[src/rtl/scene_draw_sequencer_pkg.sv]
// Shared types and image-ROM layout constants for the scene draw sequencer.
// ROM addresses and screen positions are ints; users truncate them to their port widths.
package scene_draw_sequencer_pkg;

  typedef enum logic [1:0] {IDLE, CONVERT, EMIT} seq_state_t;
  typedef logic [3:0] slot_t;

  localparam int NUM_SLOTS = 10;
  localparam slot_t SLOT_CURSOR = 4'd0;
  localparam slot_t SLOT_ENEMY1 = 4'd1;
  localparam slot_t SLOT_ENEMY2 = 4'd2;
  localparam slot_t SLOT_ENEMY3 = 4'd3;
  localparam slot_t SLOT_BASE1  = 4'd4;
  localparam slot_t SLOT_BASE2  = 4'd5;
  localparam slot_t SLOT_BASE3  = 4'd6;
  localparam slot_t SLOT_HUND   = 4'd7;
  localparam slot_t SLOT_TENS   = 4'd8;
  localparam slot_t SLOT_UNITS  = 4'd9;

  localparam int ADR_CURSOR     = 'h0100;
  localparam int ADR_BASE_OK    = 'h0200;
  localparam int ADR_BASE_NUKED = 'h0240;
  localparam int ADR_DIGIT0     = 'h0400;
  localparam int DIGIT_STRIDE   = 'h0040;

  localparam int X_BASE1 = 48;
  localparam int X_BASE2 = 128;
  localparam int X_BASE3 = 208;
  localparam int Y_BASE  = 232;

  function automatic int digit_offset(input logic [3:0] digit);
    return ADR_DIGIT0 + int'(digit) * DIGIT_STRIDE;
  endfunction

  function automatic int x_base(input logic [1:0] idx);
    case (idx)
      2'd0:    return X_BASE1;
      2'd1:    return X_BASE2;
      default: return X_BASE3;
    endcase
  endfunction

endpackage

[src/rtl/bcd_converter.sv]
// Iterative double-dabble: one binary bit per cycle, OUT_WIDTH cycles after i_start.
// Only three BCD digits are kept, which covers every value of an 8-bit input.
module bcd_converter #(
  parameter int OUT_WIDTH = 8
) (
  input  logic                 clk,
  input  logic                 rst,
  input  logic                 i_start,
  input  logic [OUT_WIDTH-1:0] i_bin,
  output logic                 o_done,
  output logic [3:0]           o_hundreds,
  output logic [3:0]           o_tens,
  output logic [3:0]           o_units
);

  localparam int CW = $clog2(OUT_WIDTH + 1);

  logic [OUT_WIDTH-1:0] r_bin;
  logic [11:0]          r_bcd;
  logic [CW-1:0]        r_cnt;
  logic [11:0]          w_adj;

  // NOTE: every variable written in always_comb gets a default first, so no latch is inferred.
  always_comb begin
    w_adj = r_bcd;
    for (int d = 0; d < 3; d++) begin
      if (r_bcd[d*4 +: 4] >= 4'd5) w_adj[d*4 +: 4] = r_bcd[d*4 +: 4] + 4'd3;
    end
  end

  // NOTE: sequential state uses non-blocking assignments so every flop samples pre-edge values.
  always_ff @(posedge clk) begin
    if (rst) begin
      r_bin <= '0;
      r_bcd <= '0;
      r_cnt <= '0;
    end else if (i_start) begin
      r_bin <= i_bin;
      r_bcd <= '0;
      r_cnt <= CW'(OUT_WIDTH);
    end else if (r_cnt != '0) begin
      r_bcd <= {w_adj[10:0], r_bin[OUT_WIDTH-1]};
      r_bin <= r_bin << 1;
      r_cnt <= r_cnt - CW'(1);
    end
  end

  assign o_done     = (r_cnt == '0);
  assign o_hundreds = r_bcd[11:8];
  assign o_tens     = r_bcd[7:4];
  assign o_units    = r_bcd[3:0];

endmodule

[src/rtl/scene_draw_sequencer.sv]
// Snapshots game state on frame_start, converts the score to BCD and streams
// one draw command per visible object over a registered valid/ready interface.
module scene_draw_sequencer
  import scene_draw_sequencer_pkg::*;
#(
  parameter int ADDRESSWIDTH = 16,
  parameter int OUT_WIDTH    = 8,
  parameter int DIGIT_PITCH  = 6,
  parameter int X_SCORE      = 4,
  parameter int Y_SCORE      = 4
) (
  input  logic                    clk,
  input  logic                    rst,
  input  logic                    frame_start,
  input  logic [OUT_WIDTH-1:0]    xcursor,
  input  logic [OUT_WIDTH-1:0]    ycursor,
  input  logic [OUT_WIDTH-1:0]    xenemy1,
  input  logic [OUT_WIDTH-1:0]    yenemy1,
  input  logic [OUT_WIDTH-1:0]    xenemy2,
  input  logic [OUT_WIDTH-1:0]    yenemy2,
  input  logic [OUT_WIDTH-1:0]    xenemy3,
  input  logic [OUT_WIDTH-1:0]    yenemy3,
  input  logic                    spawn_enemy1,
  input  logic                    spawn_enemy2,
  input  logic                    spawn_enemy3,
  input  logic [ADDRESSWIDTH-1:0] adr_enemy1,
  input  logic [ADDRESSWIDTH-1:0] adr_enemy2,
  input  logic [ADDRESSWIDTH-1:0] adr_enemy3,
  input  logic                    base1_nuked,
  input  logic                    base2_nuked,
  input  logic                    base3_nuked,
  input  logic [OUT_WIDTH-1:0]    killcount,
  output logic                    cmd_valid,
  input  logic                    cmd_ready,
  output logic [ADDRESSWIDTH-1:0] cmd_adr,
  output logic [OUT_WIDTH-1:0]    cmd_x,
  output logic [OUT_WIDTH-1:0]    cmd_y,
  output logic                    cmd_last,
  output logic                    busy
);

  localparam logic [OUT_WIDTH-1:0] X_DIGIT_H = OUT_WIDTH'(X_SCORE);
  localparam logic [OUT_WIDTH-1:0] X_DIGIT_T = OUT_WIDTH'(X_SCORE + DIGIT_PITCH);
  localparam logic [OUT_WIDTH-1:0] X_DIGIT_U = OUT_WIDTH'(X_SCORE + 2 * DIGIT_PITCH);
  localparam logic [OUT_WIDTH-1:0] Y_DIGIT   = OUT_WIDTH'(Y_SCORE);

  seq_state_t              r_state;
  slot_t                   r_slot;
  logic                    r_busy;
  logic                    r_cmd_valid;
  logic                    r_cmd_last;
  logic [ADDRESSWIDTH-1:0] r_cmd_adr;
  logic [OUT_WIDTH-1:0]    r_cmd_x;
  logic [OUT_WIDTH-1:0]    r_cmd_y;

  logic [OUT_WIDTH-1:0]    r_xcursor, r_ycursor;
  logic [OUT_WIDTH-1:0]    r_xenemy [3];
  logic [OUT_WIDTH-1:0]    r_yenemy [3];
  logic [ADDRESSWIDTH-1:0] r_adr_enemy [3];
  logic [2:0]              r_spawn, r_nuked;

  logic                    w_bcd_start, w_bcd_done;
  logic [3:0]              w_h, w_t, w_u;
  logic [NUM_SLOTS-1:0]    w_emit_mask;
  slot_t                   w_next_slot;
  logic [1:0]              w_enemy_idx;
  logic [ADDRESSWIDTH-1:0] w_adr;
  logic [OUT_WIDTH-1:0]    w_x, w_y;
  logic                    w_last;

  assign w_bcd_start = (r_state == IDLE) && frame_start;

  bcd_converter #(.OUT_WIDTH(OUT_WIDTH)) u_bcd (
    .clk       (clk),
    .rst       (rst),
    .i_start   (w_bcd_start),
    .i_bin     (killcount),
    .o_done    (w_bcd_done),
    .o_hundreds(w_h),
    .o_tens    (w_t),
    .o_units   (w_u)
  );

  // Leading-zero suppression: tens shows whenever any higher digit is non-zero.
  assign w_emit_mask = {1'b1, (w_h != 4'd0) || (w_t != 4'd0), (w_h != 4'd0),
                        3'b111, r_spawn, 1'b1};

  // Lowest visible slot after the current one; slot 9 is always visible.
  always_comb begin
    w_next_slot = SLOT_UNITS;
    for (int i = NUM_SLOTS - 1; i > 0; i--) begin
      if (w_emit_mask[i] && (slot_t'(i) > r_slot)) w_next_slot = slot_t'(i);
    end
    if (r_state != EMIT) w_next_slot = SLOT_CURSOR;
  end

  assign w_enemy_idx = w_next_slot[1:0] - 2'd1;
  assign w_last      = (w_next_slot == SLOT_UNITS);

  always_comb begin
    w_adr = '0;
    w_x   = '0;
    w_y   = '0;
    case (w_next_slot)
      SLOT_CURSOR: begin
        w_adr = ADDRESSWIDTH'(ADR_CURSOR);
        w_x   = r_xcursor;
        w_y   = r_ycursor;
      end
      SLOT_ENEMY1, SLOT_ENEMY2, SLOT_ENEMY3: begin
        w_adr = r_adr_enemy[w_enemy_idx];
        w_x   = r_xenemy[w_enemy_idx];
        w_y   = r_yenemy[w_enemy_idx];
      end
      SLOT_BASE1, SLOT_BASE2, SLOT_BASE3: begin
        w_adr = r_nuked[w_next_slot[1:0]] ? ADDRESSWIDTH'(ADR_BASE_NUKED)
                                          : ADDRESSWIDTH'(ADR_BASE_OK);
        w_x   = OUT_WIDTH'(x_base(w_next_slot[1:0]));
        w_y   = OUT_WIDTH'(Y_BASE);
      end
      SLOT_HUND: begin
        w_adr = ADDRESSWIDTH'(digit_offset(w_h));
        w_x   = X_DIGIT_H;
        w_y   = Y_DIGIT;
      end
      SLOT_TENS: begin
        w_adr = ADDRESSWIDTH'(digit_offset(w_t));
        w_x   = X_DIGIT_T;
        w_y   = Y_DIGIT;
      end
      SLOT_UNITS: begin
        w_adr = ADDRESSWIDTH'(digit_offset(w_u));
        w_x   = X_DIGIT_U;
        w_y   = Y_DIGIT;
      end
      default: ;
    endcase
  end

  always_ff @(posedge clk) begin
    if (rst) begin
      r_state     <= IDLE;
      r_slot      <= SLOT_CURSOR;
      r_busy      <= 1'b0;
      r_cmd_valid <= 1'b0;
      r_cmd_last  <= 1'b0;
      r_cmd_adr   <= '0;
      r_cmd_x     <= '0;
      r_cmd_y     <= '0;
      r_xcursor   <= '0;
      r_ycursor   <= '0;
      r_spawn     <= '0;
      r_nuked     <= '0;
      for (int i = 0; i < 3; i++) begin
        r_xenemy[i]    <= '0;
        r_yenemy[i]    <= '0;
        r_adr_enemy[i] <= '0;
      end
    end else begin
      unique case (r_state)
        IDLE: begin
          if (frame_start) begin
            r_xcursor      <= xcursor;
            r_ycursor      <= ycursor;
            r_xenemy       <= '{xenemy1, xenemy2, xenemy3};
            r_yenemy       <= '{yenemy1, yenemy2, yenemy3};
            r_adr_enemy    <= '{adr_enemy1, adr_enemy2, adr_enemy3};
            r_spawn        <= {spawn_enemy3, spawn_enemy2, spawn_enemy1};
            r_nuked        <= {base3_nuked, base2_nuked, base1_nuked};
            r_slot         <= SLOT_CURSOR;
            r_busy         <= 1'b1;
            r_state        <= CONVERT;
          end
        end
        CONVERT: begin
          if (w_bcd_done) begin
            r_slot      <= w_next_slot;
            r_cmd_valid <= 1'b1;
            r_cmd_adr   <= w_adr;
            r_cmd_x     <= w_x;
            r_cmd_y     <= w_y;
            r_cmd_last  <= w_last;
            r_state     <= EMIT;
          end
        end
        EMIT: begin
          if (r_cmd_valid && cmd_ready) begin
            if (r_cmd_last) begin
              r_cmd_valid <= 1'b0;
              r_cmd_last  <= 1'b0;
              r_cmd_adr   <= '0;
              r_cmd_x     <= '0;
              r_cmd_y     <= '0;
              r_slot      <= SLOT_CURSOR;
              r_busy      <= 1'b0;
              r_state     <= IDLE;
            end else begin
              r_slot     <= w_next_slot;
              r_cmd_adr  <= w_adr;
              r_cmd_x    <= w_x;
              r_cmd_y    <= w_y;
              r_cmd_last <= w_last;
            end
          end
        end
        default: r_state <= IDLE;
      endcase
    end
  end

  assign cmd_valid = r_cmd_valid;
  assign cmd_adr   = r_cmd_adr;
  assign cmd_x     = r_cmd_x;
  assign cmd_y     = r_cmd_y;
  assign cmd_last  = r_cmd_last;
  assign busy      = r_busy;

endmodule

[config.mk]
export PLATFORM = sky130hd
export DESIGN_NAME = scene_draw_sequencer
export DESIGN_NICKNAME = d
export VERILOG_FILES = /design/src/rtl/scene_draw_sequencer_pkg.sv /design/src/rtl/bcd_converter.sv /design/src/rtl/scene_draw_sequencer.sv
export SDC_FILE = /design/constraint.sdc
export NUM_CORES = 1
export LEC_CHECK = 0
export ABC_AREA = 1
export CAP_MARGIN = 20
export CORE_MARGIN = 1.5
export CORE_UTILIZATION = 55
export DETAILED_ROUTE_END_ITERATION = 10
export DONT_BUFFER_PORTS = 1
export MAX_ROUTING_LAYER = met4
export PLACE_DENSITY = 0.73
export RECOVER_POWER = 100
export SYNTH_ARGS = -nofsm -noshare
export SYNTH_HDL_FRONTEND = slang
export SYNTH_SLANG_ARGS = --single-unit
[constraint.sdc]
create_clock -name clk -period 2.52 [get_ports clk]
set_clock_uncertainty 0.05 [all_clocks]
set_input_delay 0.126 -clock clk [delete_from_list [all_inputs] [get_ports clk]]
set_output_delay 0.126 -clock clk [all_outputs]
set_load 0.005 [all_outputs]
==> metrics.md, run 1 <==
| Metric | Value |
|---|---|
| Floorplan core area | 0.0146 mm² |
| Wire length per cell | approximately 16 µm |
| Source of the worst hold timing path | cmd_ready |
| Adder-cell area share of the yosys netlist | 2.43% |
| Nature of the critical path startpoint | flop |
| Setup TNS | -0.391 ns |
| Fin crit period | between 2 and 3 ns |
| Final HPWL from detailed placement | approximately 15000 µm |
| Via count of the first global-routing pass | roughly 7400 |
| Total number of yosys warnings | 0 |
| Largest net degree at the start of global routing | roughly 190 |
| Number of clock sinks | 183 |
| Busiest layer in global routing | met2 |
| Worst Hold End | busy |
| Sequential-to-total area share from yosys stat | between 40 and 50% |
| Die height | 125 µm |
| Synthesized netlist net count | around 1300 |
| Die W | about 130 µm |
| Crit path capture type | flop |
| GRT met3 Usage | 5.82% |
| Register-to-register path setup slack | -0.07 ns |
| Number of storage elements in the synthesis netlist | between 150 and 200 |
| Clk buf depth | 2 |
| Xor/xnor cell area share of the yosys netlist | less than 1% |
| Clock-pin slew on the worst setup and hold paths | approximately 0.070 ns |
| Row Count | 44 |
| Filler cell count in the final layout | between 1000 and 1500 |
| Number of antenna violations at the first check in global routing | 0 |
| Mapped Avg Cell Area | approximately 7.1 µm² |
| Area of combinational cells with multiple inputs | around 0.004 mm² |
| Number of max-capacitance violations reported | 0 |
| Wire length of the first global-routing pass | roughly 38000 µm |
| Met2 global-route usage | 48.1% |
| Status | finished with violations |
| Global placement routability congestion | ~0.9 |
| Number of DRC violations after detailed-routing iteration 0 | approximately 860 |
| Setup repair after global routing missed its margin | yes |
| Failing checks | negative setup slack |
| Cell leakage power | between 4 and 5 nW |
| GRT Residual Overflow | 0 |
| Final std cell area, no fill | about 0.011 mm² |
| Number of top-level pins | approximately 170 |
| Area of the mapped netlist | around 0.0083 mm² |
| Post-DP Area | around 0.0086 mm² |
| Type of the setup path with the least slack | reg2reg |
| Crit Reg-Reg Startpoint | u_bcd.r_bcd[9] |
| Die ar. | about 0.016 mm² |
| Area growth from synthesis to layout | 32.1% |
| Simple-gate portion of the synthesized area | roughly 21% |
| Highest clock rate | 386 MHz |
| GR Layer Usage met1 | between 30% and 40% |
| Period Utilization, post-route | 103% |
| Total via count after detailed routing | around 8300 |
| Inserted Clock Buffers | 17 |
| Final Slew Violations | 0 |
| DRT Wirelength | roughly 25000 µm |
| Power per cell area | slightly below 1000 mW/mm² |
| Clock latency reported for the late side of the worst-skew pair | around 0.45 ns |
| Most frequent cells in the layout | sky130_fd_sc_hd__nand2_1, sky130_fd_sc_hd__dfxtp_1, sky130_fd_sc_hd__o21ai_0, sky130_fd_sc_hd__a21oi_1, sky130_fd_sc_hd__nor2_1 |
| H-tree Lvls | 4 |
| Final Hold Violating Endpoints | 0 |
| Area taken by flip-flops and latches | approximately 0.0037 mm² |
| Max-Slew Margin vs Limit | 2.55% |
| Number of nets in the layout | between 1000 and 1500 |
| Most common cell after layout, fill and taps aside | sky130_fd_sc_hd__nand2_1 |
| Overall fraction of global-route tracks in use | a little under a third |
| Number of iterations in the first detailed-routing pass | 5 |
| Required time reported for the critical path endpoint | about 2.8 ns |
| Initial Utilization | between 50% and 60% |
| Cell count after synthesis | 1160 |
| Remaining number of nets flagged by the antenna check after routing | 0 |
| CTS tree | done |
| Final Power | about 11 mW |
| Complex-gate fraction of the synthesized area | 21.6% |
| Post-route DRC violation count | 0 |
| Post-place setup slack | -0.161 ns |
| Multiplexer share of the synthesized area | 0% |
| Maximum fanout along the worst path | 5 |
| Worst r2r dst | cmd_adr[6] |
| Transition time at the pin with the least slew margin | between 1 and 1.5 ns |
| Worst hold path cell count | 3 |
| Final setup violation count | 20 |
| Worst min-delay path category | in2reg |
| Setup WS post-layout | -0.0723 ns |
| Peak supply drop | roughly 0.00063 V |
| Routed vias/inst | between 5 and 6 |
| Number of cells traversed by the worst register-to-register path | 21 |
| Largest family of logic cells by synthesized area | compound AO/OA/AOI/OAI gates |
| Worst hold-check slack | about 0.050 ns |
| Data arrival time of the critical path | slightly below 3 ns |
| Port buffer count | 0 |
| Proportion of layout cells with a drive suffix above 1 | between 10% and 20% |
| Number of distinct library cells after synthesis | 36 |
| Root buffer selected by CTS | sky130_fd_sc_hd__clkbuf_16 |
-- per-layer routing --
layer / part of all wire (%) / wire (µm)
met1: 42 / 10400
met2: 48 / 11800
met3: 6.7 / 1660
met4: 2.9 / 703
met5: 0 / 0
-- area by class of cell --
class	count	share of cell area [%]
Inverter	124	4.39
Multi-Input combinational cell	783	37.2
Sequential cell	183	33.7
Clock buffer	20	4.19
Antenna cell	3	0.0689
Clock inverter	12	1.50
Tap cell	184	2.11
Timing Repair Buffer	193	16.9
-- power by group --
| part | internal [mW] | total (mW) | switching (mW) |
|---|---|---|---|
| clock | 1.63 | 2.83 | 1.20 |
| combinational | 1.46 | 4.16 | 2.70 |
| sequential | 3.55 | 3.85 | 0.301 |
-- flip-flops by register name, indices dropped and copies added (netlist names), 4 cells and up --
name,flops
r_xcursor,8
r_yenemy,24
u_bcd.r_cnt,4
r_ycursor,8
u_bcd.r_bcd,12
r_slot,4
cmd_x,8
r_adr_enemy,48
cmd_y,8
r_xenemy,24
u_bcd.r_bin,8
cmd_adr,16
-- worst max-delay path, cell delays in order (launching register included) --
cell and delay (ns):
sky130_fd_sc_hd__dfxtp_2 0.33, sky130_fd_sc_hd__inv_2 0.07, sky130_fd_sc_hd__ha_4 0.15, sky130_fd_sc_hd__nand2_4 0.06, sky130_fd_sc_hd__nand2_2 0.06, sky130_fd_sc_hd__nand2_1 0.04, sky130_fd_sc_hd__nand2_1 0.05, sky130_fd_sc_hd__nand2_1 0.05
sky130_fd_sc_hd__nand2_1 0.07, sky130_fd_sc_hd__nand2_2 0.07, sky130_fd_sc_hd__nand2_4 0.06, sky130_fd_sc_hd__nand2_4 0.07, sky130_fd_sc_hd__inv_4 0.09, sky130_fd_sc_hd__ha_4 0.15, sky130_fd_sc_hd__clkinvlp_4 0.13, sky130_fd_sc_hd__a31oi_4 0.21
sky130_fd_sc_hd__buf_6 0.13, sky130_fd_sc_hd__nor2_4 0.04, sky130_fd_sc_hd__buf_6 0.12, sky130_fd_sc_hd__a31oi_4 0.23, sky130_fd_sc_hd__nand2_1 0.12, sky130_fd_sc_hd__a21oi_2 0.16
-- per-stage QoR --
| step | util, % | std cells |
|---|---|---|
| floorplan | - | 1160 |
| global placement | 59.1 | 1320 |
| detailed placement | 59.1 | 1320 |
| CTS | 73.0 | 1487 |
| global route | 74.7 | 1499 |
| finish | 74.7 | 1502 |
-- worst max-delay path by stage --
stage                       to            from  slack, ns
floorplan             cmd_y[3]  u_bcd.r_bcd[9]       0.01
global placement      cmd_y[3]  u_bcd.r_bcd[9]       -0.1
detailed placement    cmd_y[0]  u_bcd.r_bcd[9]      -0.16
CTS                 cmd_adr[7]  u_bcd.r_bcd[9]       0.02
global route        cmd_adr[6]  u_bcd.r_bcd[9]      -0.18
finish              cmd_adr[6]  u_bcd.r_bcd[9]      -0.07
-- cells by family (layout without fill, tap and decap cells) --
family          Yosys count  count (layout)
compound gates          333             336
simple gates            428             428
flops                   183             183
buf+inv                 197             349
xor+xnor                  3               3
fa+ha+maj                16              16
other cells               0               3
-- synth_stat cells (all sizes together) --
master | number | area share (%)
a211oi | 1 | 0.091
a21oi | 141 | 8.8
a31oi | 5 | 0.82
buf | 24 | 1.9
clkbuf | 49 | 2.2
clkinv | 1 | 0.045
dfxtp | 183 | 44
ha | 16 | 2.4
inv | 123 | 5.6
nand2 | 212 | 10
nand3 | 63 | 3.8
nand3b | 1 | 0.091
nor2 | 139 | 6.7
nor3 | 8 | 0.49
o211ai | 2 | 0.18
o21ai | 164 | 10
o221ai | 2 | 0.21
o22ai | 14 | 1.1
o32ai | 4 | 0.42
or2 | 4 | 0.30
or3b | 1 | 0.11
xor2 | 3 | 0.32
-- timing repair --
action | CTS | global route
setup buffers | 5 | 9
setup endpoints to repair | 25 | 32
resized for setup | 21 | 48
gates cloned | 1 | 3
pin swaps | 6 | 13
hold buffers | 129 | 0
endpoints found under the hold margin | 171 | 0
No activity file was read; power rests on OpenSTA's default activity.
==> run 2: changes to the inputs <==
--- a/config.mk
+++ b/config.mk
@@ -9,6 +9,7 @@
 export CAP_MARGIN = 20
 export CORE_MARGIN = 1.5
 export CORE_UTILIZATION = 55
+export CTS_BUF_LIST = sky130_fd_sc_hd__clkbuf_8
 export DETAILED_ROUTE_END_ITERATION = 10
 export DONT_BUFFER_PORTS = 1
 export MAX_ROUTING_LAYER = met4
==> run 2 against run 1 <==
  * Fmax increased by 2.3%
  * Total power decreased by 6.7%
  * Largest cell class unchanged
  * Global-route usage decreased by 0.66 points
  * Utilization fell by 1.3 points
  * Critical endpoint is now cmd_x[1]
  * Worst setup slack better by 0.058 ns
  * Count of clock-buffer cells in the layout shrank 1
  * Cell area shrank 1.8%
  * Clock power decreased by 24%
  * Hold slack improved by 0.025 ns
  * Non-clock buffer count down 1
  * Highest routed layer unchanged
  * Sequential power is essentially flat
  * Combinational power about the same
  * The run still ends with negative setup slack left
==> metrics.md, run 2 (synthesis gave the netlist of run 1 again) <==
| Metric | Value |
|---|---|
| Transition time at the pin with the least slew margin | about 1.1 ns |
| Cell total after placement | 1320 |
| Critical path's largest stage delay | 0.34 ns |
| Final std cell area, no fill | about 0.011 mm² |
| Clock-pin slew on the worst setup and hold paths | roughly 0.09 ns |
| Final Hold Violating Endpoints | 0 |
| Most common cell after layout, fill and taps aside | sky130_fd_sc_hd__nand2_1 |
| Post-DP Area | about 0.0086 mm² |
| Number of top-level pins | roughly 170 |
| Wire length per cell | around 16 µm |
| Number of DRC violations after detailed-routing iteration 0 | 711 |
| Type of the setup path with the least slack | reg2reg |
| Number of nets in the layout | around 1400 |
| Data arrival time of the critical path | around 2.9 ns |
| Floorplan core area | approximately 0.015 mm² |
| Required time reported for the critical path endpoint | about 2.9 ns |
| Setup repair after global routing missed its margin | yes |
| Setup WS post-layout | -0.0146 ns |
| Nature of the critical path startpoint | flop |
| Core occupancy in the finished layout | between 70 and 80% |
| Power per cell area | between 900 and 1000 mW/mm² |
| Final setup violation count | 3 |
| Crit path capture type | flop |
| Number of antenna violations at the first check in global routing | 0 |
| Inserted Clock Buffers | 17 |
| Final Slew Violations | 0 |
| Total via count after detailed routing | 8243 |
| Number of max-capacitance violations reported | 0 |
| GRT Residual Overflow | 0 |
| Clk buf depth | 2 |
| Worst hold-check slack | approximately 0.075 ns |
| Highest clock rate | 395 MHz |
| Most frequent cells in the layout | sky130_fd_sc_hd__nand2_1, sky130_fd_sc_hd__dfxtp_1, sky130_fd_sc_hd__o21ai_0, sky130_fd_sc_hd__nor2_1, sky130_fd_sc_hd__a21oi_1 |
| Number of clock sinks | approximately 180 |
| Number of iterations in the first detailed-routing pass | 7 |
| Final Power | 10.1 mW |
| Cell leakage power | between 4 and 5 nW |
| Die ar. | ~0.016 mm² |
| Overall fraction of global-route tracks in use | between 30% and 40% |
| Filler cell count in the final layout | between 1000 and 1500 |
| Remaining number of nets flagged by the antenna check after routing | 0 |
| Via count of the first global-routing pass | around 7400 |
| Port buffer count | 0 |
| Die height | 125 µm |
| Worst min-delay path category | in2reg |
| Wire length of the first global-routing pass | about 37000 µm |
| Switching power of the nets | 4.08 mW |
| Row Count | 44 |
| DRT Wirelength | approximately 24000 µm |
| Internal power contribution | 6.03 mW |
| Die W | 125 µm |
| Part of the power in registers | 38.0% |
| Antenna diode count | 0 |
| Period Utilization, post-route | 101% |
| Clock share of power | between 20% and 30% |
| Root buffer selected by CTS | sky130_fd_sc_hd__clkbuf_8 |
| Proportion of layout cells with a drive suffix above 1 | 14.0% |
| Logic gate share of total power | around 41% |
| Failing checks | negative setup slack |
| Post-place setup slack | -0.161 ns |
| Area growth from synthesis to layout | 29.7% |
| Clock latency reported for the late side of the worst-skew pair | 0.48 ns |
| Cell Count, Final, Fillers Out | ~1500 |
| CTS tree | done |
| Largest register FFs | 48 |
| Setup TNS | -0.0300 ns |
| Maximum fanout along the worst path | 5 |
| Post-route DRC violation count | 0 |
| Initial Utilization | 56.6% |
| Largest net degree at the start of global routing | approximately 190 |
| Critical path, cell by cell | inv_2 > ha_4 > nand2_4 > a21oi_4 > buf_4 > inv_2 > nand2_1 > nand3_1 > nand2_2 > ha_4 > clkinvlp_4 > buf_4 > a31oi_4 > inv_4 > a31oi_4 > buf_6 > nand2_1 > a21oi_1 |
| Register with the most flip-flops | r_adr_enemy |
| Final HPWL from detailed placement | approximately 15000 µm |
| H-tree Lvls | 4 |
| Max-Slew Margin vs Limit | 23.6% |
| Peak supply drop | approximately 0.00060 V |
| Slowest CP cell | sky130_fd_sc_hd__dfxtp_2 |
| Status | finished with violations |
| Fin crit period | 2.53 ns |
| Leading registers by flop count | r_adr_enemy (48), r_xenemy (24), r_yenemy (24) |
| Sw frac | between 40% and 50% |
| Global placement routability congestion | slightly above 0.9 |
| Routed vias/inst | approximately 5.5 |
==> run 2: cell types whose count changed in the layout (fill, tap and decap cells not counted), moves of 3 or more <==
| cell | before | now |
|---|---|---|
| sky130_fd_sc_hd__clkbuf_16 | 17 | 0 |
| sky130_fd_sc_hd__clkbuf_8 | 2 | 19 |
| sky130_fd_sc_hd__buf_6 | 10 | 7 |
| sky130_fd_sc_hd__nand2_1 | 199 | 191 |
| sky130_fd_sc_hd__nand2_2 | 6 | 15 |
| sky130_fd_sc_hd__diode_2 | 3 | 0 |
==> run 2: timing repair <==
item | CTS | global route
hold endpoints to repair | 173 | 0
endpoints found under the setup margin | 26 | 32
gates resized for setup | 21 | 60
setup buffers | 7 | 5
cloned | 1 | 2
pin swaps | 7 | 30
hold buffers | 130 | 0
==> run 2: path summary, 6_finish.rpt <==
kind                    from              end  slack [ns]  cells after the start
min reg2reg  r_adr_enemy[23]  r_adr_enemy[23]        0.41                      2
min                      rst     r_xcursor[4]        0.08                      3
max           u_bcd.r_bcd[9]         cmd_x[1]       -0.01                     18
max reg2reg   u_bcd.r_bcd[9]         cmd_x[1]       -0.01                     18
==> run 2: power groups by stage <==
stage | logic, mW | clock network, mW | registers, mW
after floorplan | 2.73 | 0 | 3.81
after global routing | 4.56 | 2.28 | 3.90
final | 4.13 | 2.14 | 3.84
after global placement | 3.47 | 0 | 3.87
after detailed placement | 3.52 | 0 | 3.89
after CTS | 3.83 | 2.17 | 3.83
==> run 2: per-layer routing <==
metal  routed length (µm)  up-vias  share of wire (%)  track usage (%)
met5                    0        -                  0                -
met4                  758        0                3.2             11.8
met3                 1630       68                6.8             5.91
met2                11200      339                 47             46.1
li1                     -     4058                  -                -
met1                10400     3778                 43             39.1
==> run 2: worst max-delay path: cells and delay by family, from the launching register on <==
family / cells / cell delay (ns)
buffers and inverters: 7 / 0.73
AO/OA/AOI/OAI: 4 / 0.64
AND/OR/NAND/NOR: 5 / 0.38
flip-flops: 1 / 0.34
adder cells (fa/ha/maj): 2 / 0.31
==> run 2: area by class of cell <==
class | instances | area, µm² | share of cell area [%]
clock buffer | 19 | 262 | 2.44
clock inverter | 13 | 168 | 1.57
tap | 184 | 230 | 2.15
inverter | 124 | 483 | 4.51
multi-input combinational | 782 | 4070 | 38.0
sequential | 183 | 3670 | 34.3
timing repair buffer | 192 | 1830 | 17.1
==> run 3: changes to the inputs <==
--- a/config.mk
+++ b/config.mk
@@ -7,6 +7,7 @@
 export LEC_CHECK = 0
 export ABC_AREA = 1
 export CAP_MARGIN = 20
+export CORE_ASPECT_RATIO = 1.4
 export CORE_MARGIN = 1.5
 export CORE_UTILIZATION = 55
 export CTS_BUF_LIST = sky130_fd_sc_hd__clkbuf_8
==> run 3 against run 2 <==
  * The run still ends with negative setup slack left
  * Utilization fell by 0.33 points
  * Sequential cell count did not move
  * Fmax shrank 0.20%
  * Non-clock buffer count shrank 1
  * Die area about the same
  * Critical endpoint is now cmd_y[0]
  * Largest power group unchanged
==> metrics.md, run 3 (synthesis gave the netlist of run 1 again) <==
| Metric | Value |
|---|---|
| Row Count | 52 |
| Transition time at the pin with the least slew margin | approximately 0.82 ns |
| Register with the most flip-flops | r_adr_enemy |
| GRT Residual Overflow | 0 |
| Wire length of the first global-routing pass | roughly 38000 µm |
| Maximum fanout along the worst path | 5 |
| Final HPWL from detailed placement | between 15000 and 20000 µm |
| Number of antenna violations at the first check in global routing | 0 |
| Setup WS post-layout | -0.0197 ns |
| Setup repair after global routing missed its margin | yes |
| Die ar. | ~0.016 mm² |
| Period Utilization, post-route | 101% |
| Core occupancy in the finished layout | 73.0% |
| Routed vias/inst | 5.48 |
| Post-place setup slack | -0.151 ns |
| Clock latency reported for the late side of the worst-skew pair | 0.47 ns |
| Peak supply drop | about 0.0015 V |
| Type of the setup path with the least slack | reg2reg |
| Fin crit period | about 2.5 ns |
| Number of DRC violations after detailed-routing iteration 0 | approximately 600 |
| Largest register FFs | 48 |
| Area growth from synthesis to layout | 29.0% |
| H-tree Lvls | 4 |
| Initial Utilization | 56.6% |
| Most frequent cells in the layout | sky130_fd_sc_hd__nand2_1, sky130_fd_sc_hd__dfxtp_1, sky130_fd_sc_hd__o21ai_0, sky130_fd_sc_hd__nor2_1, sky130_fd_sc_hd__a21oi_1 |
| Port buffer count | 0 |
| Final std cell area, no fill | 0.0106 mm² |
| Overall fraction of global-route tracks in use | around a third |
| Max-Slew Margin vs Limit | 44.7% |
| Inserted Clock Buffers | 17 |
| Via count of the first global-routing pass | ~7600 |
| Die height | 148 µm |
| Number of clock sinks | between 150 and 200 |
| Final Slew Violations | 0 |
| Final Hold Violating Endpoints | 0 |
| Final setup violation count | 1 |
| Status | finished with violations |
| Die W | ~110 µm |
| Cell leakage power | 4.37 nW |
| Nature of the critical path startpoint | flop |
| Most common cell after layout, fill and taps aside | sky130_fd_sc_hd__nand2_1 |
| Remaining number of nets flagged by the antenna check after routing | 0 |
| Wire length per cell | around 17 µm |
| Failing checks | negative setup slack |
| Global placement routability congestion | approximately 0.89 |
| Floorplan core area | 0.0146 mm² |
| Data arrival time of the critical path | about 2.9 ns |
| Power per cell area | around 940 mW/mm² |
| Number of iterations in the first detailed-routing pass | 5 |
| Antenna diode count | 0 |
| Clock-pin slew on the worst setup and hold paths | around 0.09 ns |
| Post-route DRC violation count | 0 |
| Number of max-capacitance violations reported | 0 |
| Clk buf depth | 2 |
| Highest clock rate | just under 400 MHz |
| Leading registers by flop count | r_adr_enemy (48), r_xenemy (24), r_yenemy (24) |
| Proportion of layout cells with a drive suffix above 1 | a little over an eighth |
| Largest net degree at the start of global routing | ~190 |
| Total via count after detailed routing | 8203 |
| Number of nets in the layout | roughly 1400 |
| Post-DP Area | 0.00864 mm² |
| Root buffer selected by CTS | sky130_fd_sc_hd__clkbuf_8 |
| CTS tree | done |
| Number of top-level pins | 165 |
| Filler cell count in the final layout | ~1100 |
| Worst min-delay path category | in2reg |
| Required time reported for the critical path endpoint | ~2.9 ns |
| Crit path capture type | flop |
| DRT Wirelength | around 25000 µm |
[run 3: path summary, 6_finish.rpt]
| path | startpoint | end | slack, ns | cells past startpoint |
|---|---|---|---|---|
| max reg2reg | u_bcd.r_bcd[8] | cmd_y[0] | -0.02 | 19 |
| max | u_bcd.r_bcd[8] | cmd_y[0] | -0.02 | 19 |
| min | rst | r_spawn[2] | 0.02 | 3 |
| min reg2reg | r_adr_enemy[3] | r_adr_enemy[3] | 0.41 | 2 |
[run 3: through the flow]
| step | instances | hold slack (ns) | TNS, ns | power (mW) |
|---|---|---|---|---|
| floorplan | 1160 | 0.215 | 0 | 6.54 |
| global placement | 1323 | 0.149 | -1.07 | 7.43 |
| detailed placement | 1323 | 0.150 | -2.46 | 7.50 |
| CTS | 1488 | 0.00204 | 0 | 9.71 |
| global route | 1497 | 0.0344 | -2.85 | 10.7 |
| finish | 1497 | 0.0230 | -0.0197 | 10.0 |
[run 3: layer usage]
metal / track usage, % / vias to the layer above / wire, µm
met5: - / - / 0
met4: 17.6 / 0 / 1160
met3: 6.22 / 81 / 1470
met2: 55.0 / 323 / 12900
met1: 35.7 / 3755 / 9590
li1: - / 4044 / -
[run 3: report_power, final]
part           internal, mW  leakage, nW  total [mW]  switching, mW
sequential             3.54         1.51        3.86          0.316
clock                 0.938        0.194        1.95           1.01
combinational          1.54         2.67        4.22           2.68
total                  6.02         4.37        10.0           4.01
[run 3: layout make-up]
class / count / area (µm²) / share of cell area (%)
Clock inverter: 9 / 103 / 0.964
Sequential cell: 183 / 3670 / 34.4
Inverter: 124 / 474 / 4.45
Clock buffer: 20 / 275 / 2.59
Timing Repair Buffer: 191 / 1890 / 17.7
Multi-Input combinational cell: 781 / 4000 / 37.6
Tap cell: 189 / 236 / 2.22
[run 3: critical path, stage by stage (launching register included)]
cell,delay [ns]
sky130_fd_sc_hd__dfxtp_2,0.33
sky130_fd_sc_hd__inv_2,0.07
sky130_fd_sc_hd__ha_4,0.15
sky130_fd_sc_hd__nand2_4,0.06
sky130_fd_sc_hd__a21oi_4,0.18
sky130_fd_sc_hd__nand2_1,0.07
sky130_fd_sc_hd__nand2_1,0.05
sky130_fd_sc_hd__nand2_1,0.05
sky130_fd_sc_hd__nand2_2,0.07
sky130_fd_sc_hd__nand2_4,0.05
sky130_fd_sc_hd__nand2_4,0.09
sky130_fd_sc_hd__buf_12,0.12
sky130_fd_sc_hd__ha_4,0.13
sky130_fd_sc_hd__inv_4,0.04
sky130_fd_sc_hd__a31oi_4,0.22
sky130_fd_sc_hd__nor2_4,0.08
sky130_fd_sc_hd__a31oi_4,0.25
sky130_fd_sc_hd__buf_12,0.16
sky130_fd_sc_hd__nand2_2,0.06
sky130_fd_sc_hd__a21oi_1,0.15
[run 3: what timing repair did]
item                       CTS  global route
hold endpoints to repair   172             0
hold buffers               129             0
cloned                       2             1
setup endpoints to repair   31            32
pin swaps                    6            16
setup buffers                5             8
gates resized for setup     13            45
